### src/rtl/fir_pkg.sv
// Shared types and width helpers for the FIR output post-processing path.
// No logic, no latency.
// No flow control; types and constants only.
package fir_pkg;

   typedef enum logic [1:0] {
      RND_TRUNC      = 2'd0,
      RND_HALF_UP    = 2'd1,
      RND_CONVERGENT = 2'd2
   } round_mode_e;

   // Width of the value left after dropping `shift` LSBs from a sign-extended in_w-bit sum.
   function automatic int satWidth(input int in_w, input int shift);
      return in_w + 1 - shift;
   endfunction

endpackage

### src/rtl/fir_out_decim_round_if.sv
// Sample stream bundle: qualifier plus signed data word.
// No latency; wires only.
// No backpressure: the consumer must take every sample that is valid.
interface fir_out_decim_round_if #(
   parameter int W = 16
);
   logic         vld;
   logic [W-1:0] dat;

   modport master (output vld, output dat);
   modport slave  (input  vld, input  dat);
endinterface

### src/rtl/fir_out_decim_round_round_sat.sv
// Round (drop SHIFT LSBs) and saturate a signed sample to OUTPUT_WIDTH, with a valid pipeline.
// Latency 2 registers: stage 1 holds the biased sum, stage 2 holds the clamped result.
// No backpressure; sat_evt is combinational and lines up with the edge that loads out_dat.
module fir_round_sat
   import fir_pkg::*;
#(
   parameter int INPUT_WIDTH  = 33,
   parameter int OUTPUT_WIDTH = 16,
   parameter int SHIFT        = 16,
   parameter int ROUND_MODE   = 1
) (
   input  logic                    clk,
   input  logic                    rst,
   input  logic                    in_vld,
   input  logic [INPUT_WIDTH-1:0]  in_dat,
   output logic                    out_vld,
   output logic [OUTPUT_WIDTH-1:0] out_dat,
   output logic                    sat_evt
);

   localparam int SW = INPUT_WIDTH + 1;
   localparam int QW = satWidth(INPUT_WIDTH, SHIFT);
   localparam int HS = (SHIFT > 0) ? SHIFT - 1 : 0;
   localparam logic [SW-1:0] HALF = (SHIFT > 0) ? (SW'(1) << HS) : '0;
   localparam round_mode_e MODE = round_mode_e'(ROUND_MODE[1:0]);

   if (SHIFT < 0 || SHIFT >= INPUT_WIDTH) begin : g_bad_shift
      $error("fir_round_sat: SHIFT must be in 0..INPUT_WIDTH-1");
   end
   if (ROUND_MODE < 0 || ROUND_MODE > 2) begin : g_bad_mode
      $error("fir_round_sat: ROUND_MODE must be 0, 1 or 2");
   end

   logic [SW-1:0]           din_ext;
   logic [SW-1:0]           bias;
   logic [SW-1:0]           sum_d, sum_q;
   logic                    s1_vld_d, s1_vld_q;
   logic [QW-1:0]           q;
   logic [OUTPUT_WIDTH-1:0] q_fit;
   logic                    q_sat;
   logic [OUTPUT_WIDTH-1:0] dout_d, dout_q;
   logic                    out_vld_d, out_vld_q;

   // Stage 1: add the rounding bias; one extra bit of headroom means the add never wraps
   always_comb begin
      din_ext  = {in_dat[INPUT_WIDTH-1], in_dat};
      bias     = '0;
      if (SHIFT > 0) begin
         case (MODE)
            RND_HALF_UP:    bias = HALF;
            // half minus one, plus the LSB that survives, pushes exact ties to the even result
            RND_CONVERGENT: bias = HALF - SW'(1) + SW'(in_dat[SHIFT]);
            default:        bias = '0;
         endcase
      end
      sum_d    = in_vld ? (din_ext + bias) : sum_q;
      s1_vld_d = in_vld;
   end

   // Stage 2 front end: arithmetic shift of the biased sum keeps only the integer part
   always_comb begin
      q = QW'($signed(sum_q) >>> SHIFT);
   end

   if (QW > OUTPUT_WIDTH) begin : g_clamp
      // Clamp when the bits above the output range are not all copies of the sign
      always_comb begin
         q_sat = 1'b0;
         q_fit = q[OUTPUT_WIDTH-1:0];
         if (!q[QW-1] && (|q[QW-2:OUTPUT_WIDTH-1])) begin
            q_sat = 1'b1;
            q_fit = {1'b0, {(OUTPUT_WIDTH-1){1'b1}}};
         end else if (q[QW-1] && !(&q[QW-2:OUTPUT_WIDTH-1])) begin
            q_sat = 1'b1;
            q_fit = {1'b1, {(OUTPUT_WIDTH-1){1'b0}}};
         end
      end
   end else begin : g_ext
      // Narrow result always fits; just sign-extend
      always_comb begin
         q_sat = 1'b0;
         q_fit = OUTPUT_WIDTH'(signed'(q));
      end
   end

   // Stage 2 register inputs: output word holds between samples
   always_comb begin
      dout_d    = s1_vld_q ? q_fit : dout_q;
      out_vld_d = s1_vld_q;
      sat_evt   = s1_vld_q & q_sat;
   end

   // Both pipeline stages; reset drops anything in flight
   always_ff @(posedge clk) begin
      if (rst) begin
         sum_q     <= '0;
         s1_vld_q  <= 1'b0;
         dout_q    <= '0;
         out_vld_q <= 1'b0;
      end else begin
         sum_q     <= sum_d;
         s1_vld_q  <= s1_vld_d;
         dout_q    <= dout_d;
         out_vld_q <= out_vld_d;
      end
   end

   assign out_vld = out_vld_q;
   assign out_dat = dout_q;

endmodule

### src/rtl/fir_out_decim_round.sv
// Decimate the FIR result stream by DECIM, then round/saturate it; sticky clamp flag.
// Latency 2 registers from an accepted kept sample to valid_out.
// No backpressure: every valid input is accepted; dropped samples never reach the output.
module fir_out_decim_round
   import fir_pkg::*;
#(
   parameter int INPUT_WIDTH  = 33,
   parameter int OUTPUT_WIDTH = 16,
   parameter int SHIFT        = 16,
   parameter int DECIM        = 1,
   parameter int ROUND_MODE   = 1
) (
   input  logic                     clk,
   input  logic                     rst,
   fir_out_decim_round_if.slave     in_if,
   fir_out_decim_round_if.master    out_if,
   input  logic                     sat_clr,
   output logic                     sat_flag
);

   if (DECIM < 1) begin : g_bad_decim
      $error("fir_out_decim_round: DECIM must be >= 1");
   end

   localparam int CW = (DECIM > 1) ? $clog2(DECIM) : 1;
   localparam logic [CW-1:0] CNT_LAST = CW'(DECIM - 1);

   logic [CW-1:0]           cnt_d, cnt_q;
   logic                    keep;
   logic                    rs_vld;
   logic [OUTPUT_WIDTH-1:0] rs_dat;
   logic                    rs_sat;
   logic                    sat_flag_d, sat_flag_q;

   // Decimation phase advances per accepted sample; phase 0 marks the kept one
   always_comb begin
      cnt_d = cnt_q;
      if (in_if.vld) begin
         cnt_d = (cnt_q == CNT_LAST) ? '0 : cnt_q + CW'(1);
      end
      keep = in_if.vld & (cnt_q == '0);
   end

   fir_round_sat #(
      .INPUT_WIDTH  (INPUT_WIDTH),
      .OUTPUT_WIDTH (OUTPUT_WIDTH),
      .SHIFT        (SHIFT),
      .ROUND_MODE   (ROUND_MODE)
   ) u_round_sat (
      .clk     (clk),
      .rst     (rst),
      .in_vld  (keep),
      .in_dat  (in_if.dat),
      .out_vld (rs_vld),
      .out_dat (rs_dat),
      .sat_evt (rs_sat)
   );

   // Sticky clamp flag: a new clamp beats a coincident clear
   always_comb begin
      sat_flag_d = rs_sat | (sat_flag_q & ~sat_clr);
   end

   // Counter and flag state
   always_ff @(posedge clk) begin
      if (rst) begin
         cnt_q      <= '0;
         sat_flag_q <= 1'b0;
      end else begin
         cnt_q      <= cnt_d;
         sat_flag_q <= sat_flag_d;
      end
   end

   assign out_if.vld = rs_vld;
   assign out_if.dat = rs_dat;
   assign sat_flag   = sat_flag_q;

endmodule

### src/flat_wrapper.sv
// flat-port wrapper written by rule: the top's interface ports become plain ports
module fir_out_decim_round_flat import fir_pkg::*;
#(
   parameter int INPUT_WIDTH  = 33,
   parameter int OUTPUT_WIDTH = 16,
   parameter int SHIFT        = 16,
   parameter int DECIM        = 1,
   parameter int ROUND_MODE   = 1
)
  (clk, rst, sat_clr, sat_flag, in_if_vld, in_if_dat, out_if_vld, out_if_dat);
  fir_out_decim_round_if #(.W((33))) in_if_i ();
  fir_out_decim_round_if #(.W((16))) out_if_i ();
  input  logic clk;
  input  logic rst;
  input  logic sat_clr;
  output logic sat_flag;
  input wire logic [$bits(in_if_i.vld)-1:0] in_if_vld;
  input wire logic [$bits(in_if_i.dat)-1:0] in_if_dat;
  output wire logic [$bits(out_if_i.vld)-1:0] out_if_vld;
  output wire logic [$bits(out_if_i.dat)-1:0] out_if_dat;
  assign in_if_i.vld = in_if_vld;
  assign in_if_i.dat = in_if_dat;
  assign out_if_vld = out_if_i.vld;
  assign out_if_dat = out_if_i.dat;
  fir_out_decim_round #(.INPUT_WIDTH(INPUT_WIDTH), .OUTPUT_WIDTH(OUTPUT_WIDTH), .SHIFT(SHIFT), .DECIM(DECIM), .ROUND_MODE(ROUND_MODE)) u_core (.clk(clk), .rst(rst), .in_if(in_if_i), .out_if(out_if_i), .sat_clr(sat_clr), .sat_flag(sat_flag));
endmodule
### config.mk
export PLATFORM = sky130hd
export DESIGN_NAME = fir_out_decim_round_flat
export DESIGN_NICKNAME = d
export VERILOG_FILES = /design/src/rtl/fir_pkg.sv /design/src/rtl/fir_out_decim_round_if.sv /design/src/rtl/fir_out_decim_round_round_sat.sv /design/src/rtl/fir_out_decim_round.sv /design/src/flat_wrapper.sv
export SDC_FILE = /design/constraint.sdc
export NUM_CORES = 1
export LEC_CHECK = 0
export ABC_AREA = 1
export CORE_ASPECT_RATIO = 0.9
export CORE_MARGIN = 2
export CORE_UTILIZATION = 38
export DETAILED_ROUTE_END_ITERATION = 8
export PLACE_DENSITY = 0.77
export SLEW_MARGIN = 25
export SYNTH_ARGS = -nofsm -noshare
export SYNTH_HDL_FRONTEND = slang
export SYNTH_HIERARCHICAL = 1
export SYNTH_SLANG_ARGS = --single-unit
### constraint.sdc
create_clock -name clk -period 1.5 [get_ports clk]
set_input_delay 0.3 -clock clk [delete_from_list [all_inputs] [get_ports clk]]
set_output_delay 0.3 -clock clk [all_outputs]
set_load 0.005 [all_outputs]
# Word-level counts from Yosys, hierarchy flattened
# Cells that the tools add are included.
# word_totals
register_bits,54
input_bits,37
out_inout_bits,18
word_cells,25
# op_classes
n_addsub,2
muxes,5
n_bitwise,6
n_reduce_logical,6
# op_table
op,count
$add 33x17->34 const B,1
$mux 16,2
$and 1x1->1,3
$mux 1,3
$logic_and 1x1->1,2
$logic_not 1->1,2
$not 1->1,2
$reduce_and 2->1,1
$reduce_or 2->1,1
$add 1x1->1 const B,1
$or 1x1->1,1

# Logic depth before layout (Yosys ltp)
# depth
depth_word,7
ltp_mapped,10
mapped_depth_nobuf,10

# Cells and area by module
# Netlist, hierarchy kept.
# by_module_without_submodules
mod,instances,cells_each,area_per_inst_um2,seq_area_each_um2
fir_round_sat,1,269,1788.0,720.7
fir_out_decim_round,1,5,40.0,20.0

# Worst setup path before layout
# OpenSTA, ideal clock, no wires.
# synth_timing
path_kind,input port to flip-flop
start,in in_if_dat[15]
end,reg u_core.u_round_sat.sum_q[31]
setup_ps,109
arrival_time_ps,1065
t_required_ps,1391
setup_slack_ps,326
stages,10
path_buffers,0
cell_sequence,ha_1 -> nand2_1 -> nor2_2 -> nand2_2 -> inv_1 -> nand2_1 -> nand2_1 -> nand3_1 -> nand2_1 -> inv_1
# synth_via
elab_chain_cells,1
# synth_rtl
item,line_no,source
start: declaration,flat_wrapper.sv:18,input wire logic [$bits(in_if_i.dat)-1:0] in_if_dat;
$add 33x17->34,fir_out_decim_round_round_sat.sv:56,sum_d = in_vld ? (din_ext + bias) : sum_q;
end signal: assignment,fir_out_decim_round_round_sat.sv:101,sum_q <= sum_d;
end: declaration,fir_out_decim_round_round_sat.sv:36,"logic [SW-1:0] sum_d, sum_q;"
# No other way between the ends.
# A chain may end at the register's enable or synchronous reset.

# Worst setup path in the final report
# layout_timing
start,"reg u_core.u_round_sat.dout_q[14], in the netlist u_core/u_round_sat/out_dat[14]"
end,out out_if_dat[14]
# layout_rtl
item,line_no,source
start: declaration,fir_out_decim_round_round_sat.sv:41,"logic [OUTPUT_WIDTH-1:0] dout_d, dout_q;"
start signal: assignment,fir_out_decim_round_round_sat.sv:103,dout_q <= dout_d;
end: declaration,flat_wrapper.sv:20,output wire logic [$bits(out_if_i.dat)-1:0] out_if_dat;
# No word-level cell between the ends.

==> qor.yml <==
run_status:
  outcome: "complete, no violations"
global_route:
  overflow: 0
  globalRouteMet3Util_pct: 3.906
  grtUsageTotal_pct: 16.79
  grt_pass1_wl_microns: 7238
  grt_max_degree: 18
  busiest_layer: "met2"
  first_global_vias: 1692
  grtUsageMet1_pct: 21.25
  grtUsageMet2_pct: 27.39
  antenna_found_initial: 0
synth:
  syn_inst: 274
  synth_nets: 312
  netlist_area_sq_um: 1828
  synth-seq-cells: 37
  avgSynthCellArea_sq_um: 6.672
  ys_warn_count: 6
  ys_seq_area_share_pct: 40.52
  synth_cell_types: 26
die:
  core_area_sq_um: 4547
  die_area_sq_um: 5382
  start_util_pct: 40.20
  pin_count: 55
  die_w_microns: 77.11
  num_rows: 23
  die_y_microns: 69.80
route:
  vias_per_cell: 4.466
  routed-via-count: 1840
  ant_nets: 0
  drt-initial-drc-count: 80
  drt_first_pass_iters: 6
  totalWireLength_microns: 4125
  wire_per_inst_microns: 10.01
  drc: 0
critical_path:
  endpoint: "out_if_dat[14]"
  end_kind: "output port"
  cp_slowest_cell: "clkdlybuf4s50_1"
  critical_path_arrival_ps: 1120
  reg2reg_slack_ps: 300
  r2r-end: "u_core/u_round_sat/out_dat[6]"
  worstPathRequired_ps: 1200
  cp_max_fo: 2
  crit_buf_inv: 1
  crit_family: "buffers and inverters"
  start_kind: "register"
  crit_start: "u_core/u_round_sat/out_dat[14]"
  critical_path_class: "reg -> out"
  worst_r2r_path_depth: 5
  critical_path_cell_count: 1
  critical_path.cell_chain: "clkdlybuf4s50_1"
  timing.rr.start: "u_core/u_round_sat/sum_q[33]"
  crit_path_max_incr_delay_ps: 510
power:
  power.leakage_nw: 1.246
  irDropWorstVdd_v: 0.0004367
  power.density_nw_per_um2: 837.5
timing:
  fin_tns_setup_ps: 0
  finalHoldViolations: 0
  tightest_slew_ps: 429.0
  rsz0062_at_grt: "no"
  slew_headroom_pct: 71.37
  period_share_pct: 94.97
  fmax_mhz: 702.0
  finClkSkew_ps: 2.417
  setup_violations: 0
  worst_slack_ps: 75.51
  timing.hold.ws_ps: 446.1
  drv_slew: 0
  period_needed_ps: 1424
layout:
  seq_area_sq_um: 740.7
  nets: 387
  multiInputGateArea_sq_um: 918.4
  fillers: 464
  drive_gt1_share_pct: 18.29
  n_antenna_cell: 0
  syn_to_final_growth_pct: 46.00
clocking:
  cts_root_buf: "clkbuf_8"
  clockBufferDepth: 2
  clk_latency_ps: 290
  htreeDepth: 2
  cts_tree: "done"
  path_clk_slew_ps: 70
  cts_setup_buffers: 0
  clock-sinks: 37
  numCtsBuffers: 5
  postCtsHoldBufs: 0
  ctsResizeCount: 0
placement:
  pre_cts_slack_ps: -232.6
  dp_hpwl_microns: 3295
  routabilityCongestion: 0.8556
  portBuffers: 39
run:
  drv_cap: 0
hold_path:
  hp-class: "in -> reg"
final cells by class:
type / count / area share (%)
tap: 62 / 2.907
timing repair buffer: 78 / 25.79
clock inverter: 1 / 0.1875
multi-input combinational: 189 / 34.41
sequential: 37 / 27.75
clock buffer: 7 / 3.610
inverter: 38 / 5.345
state kept, by name, indices dropped and copies added, names as in the netlist:
register / cells
u_core/sat_flag: 1
u_core/u_round_sat/out_dat: 16
u_core/u_round_sat/out_vld: 1
u_core/u_round_sat/out_vld_d: 1
u_core/u_round_sat/sum_q: 18
report_power, final:
part	internal [W]	total (W)	leakage [nW]	switching, W
sequential	0.00105	0.00108	0.305	0.0000300
clock	0.000415	0.000742	0.0542	0.000327
combinational	0.000222	0.000418	0.887	0.000196
synth_stat cells, drive strengths merged:
cell type  instances  area [sq um]
dfxtp             37         740.7
nand3             19         100.1
a21oi             23         122.6
nand3b             1         7.510
inv               37         138.9
nand2             53         203.9
or2                1         6.260
xnor2              4         35.03
and2               1         6.260
nor2              51         209.0
clkinv             1         3.750
clkbuf             6         23.77
ha                 1         12.51
buf                4         25.02
xor2               3         26.28
nand4              5         31.28
o21ai             27         135.1
metal layers:
layer,share of wire [%],up-vias
met4,1.8,0
met5,0,-
met2,44,50
met3,5.2,7
met1,49,776
li1,-,1007
metrics by stage:
| stage | instances | power (W) | utilization [%] | area (sq um) |
|---|---|---|---|---|
| 4_1_cts | 412 | 0.002255 | 58.09 | 2641 |
| 3_3_place_gp | 404 | 0.001503 | 55.86 | 2540 |
| 5_1_grt | 412 | 0.002373 | 58.70 | 2669 |
| 3_5_place_dp | 404 | 0.001513 | 55.86 | 2540 |
| 2_1_floorplan | 274 | 0.001282 | - | 1828 |
| 6_report | 412 | 0.002235 | 58.70 | 2669 |
kinds of logic (layout without fill, tap and decap cells):
group | Yosys count | after routing | share of synthesized area (%)
xor gates and xnor gates | 7 | 7 | 3.354
and+or+nand+nor | 131 | 131 | 30.87
AOI/OAI and AO/OA | 50 | 50 | 14.10
DFF | 37 | 37 | 40.52
buffers and inverters | 48 | 124 | 10.47
adders and majority gates | 1 | 1 | 0.6844
cells in the final DEF, fill, tap and decap left out, drive strengths merged:
cell           synthesis  final
a21oi                 23     23
and2                   1      1
buf                    4     39
clkbuf                 6      7
clkdlybuf4s50          0     37
clkinv                 1      2
dfxtp                 37     37
dlymetal6s2s           0      2
ha                     1      1
inv                   37     37
nand2                 53     53
nand3                 19     19
nand3b                 1      1
nand4                  5      5
nor2                  51     51
o21ai                 27     27
or2                    1      1
xnor2                  4      4
xor2                   3      3
worst min-delay path by stage:
stage	start	end	cells after the start
2_1_floorplan	rst	u_core/sat_flag	1
3_3_place_gp	u_core/u_round_sat/out_vld_d	u_core/u_round_sat/out_dat[15]	1
3_5_place_dp	u_core/u_round_sat/out_dat[4]	u_core/u_round_sat/out_dat[4]	2
4_1_cts	u_core/u_round_sat/out_dat[4]	u_core/u_round_sat/out_dat[4]	2
5_1_grt	u_core/u_round_sat/out_dat[5]	u_core/u_round_sat/out_dat[5]	2
6_report	in_if_dat[15]	u_core/u_round_sat/sum_q[16]	4
Note: power is estimated with default switching activity, not from simulation.
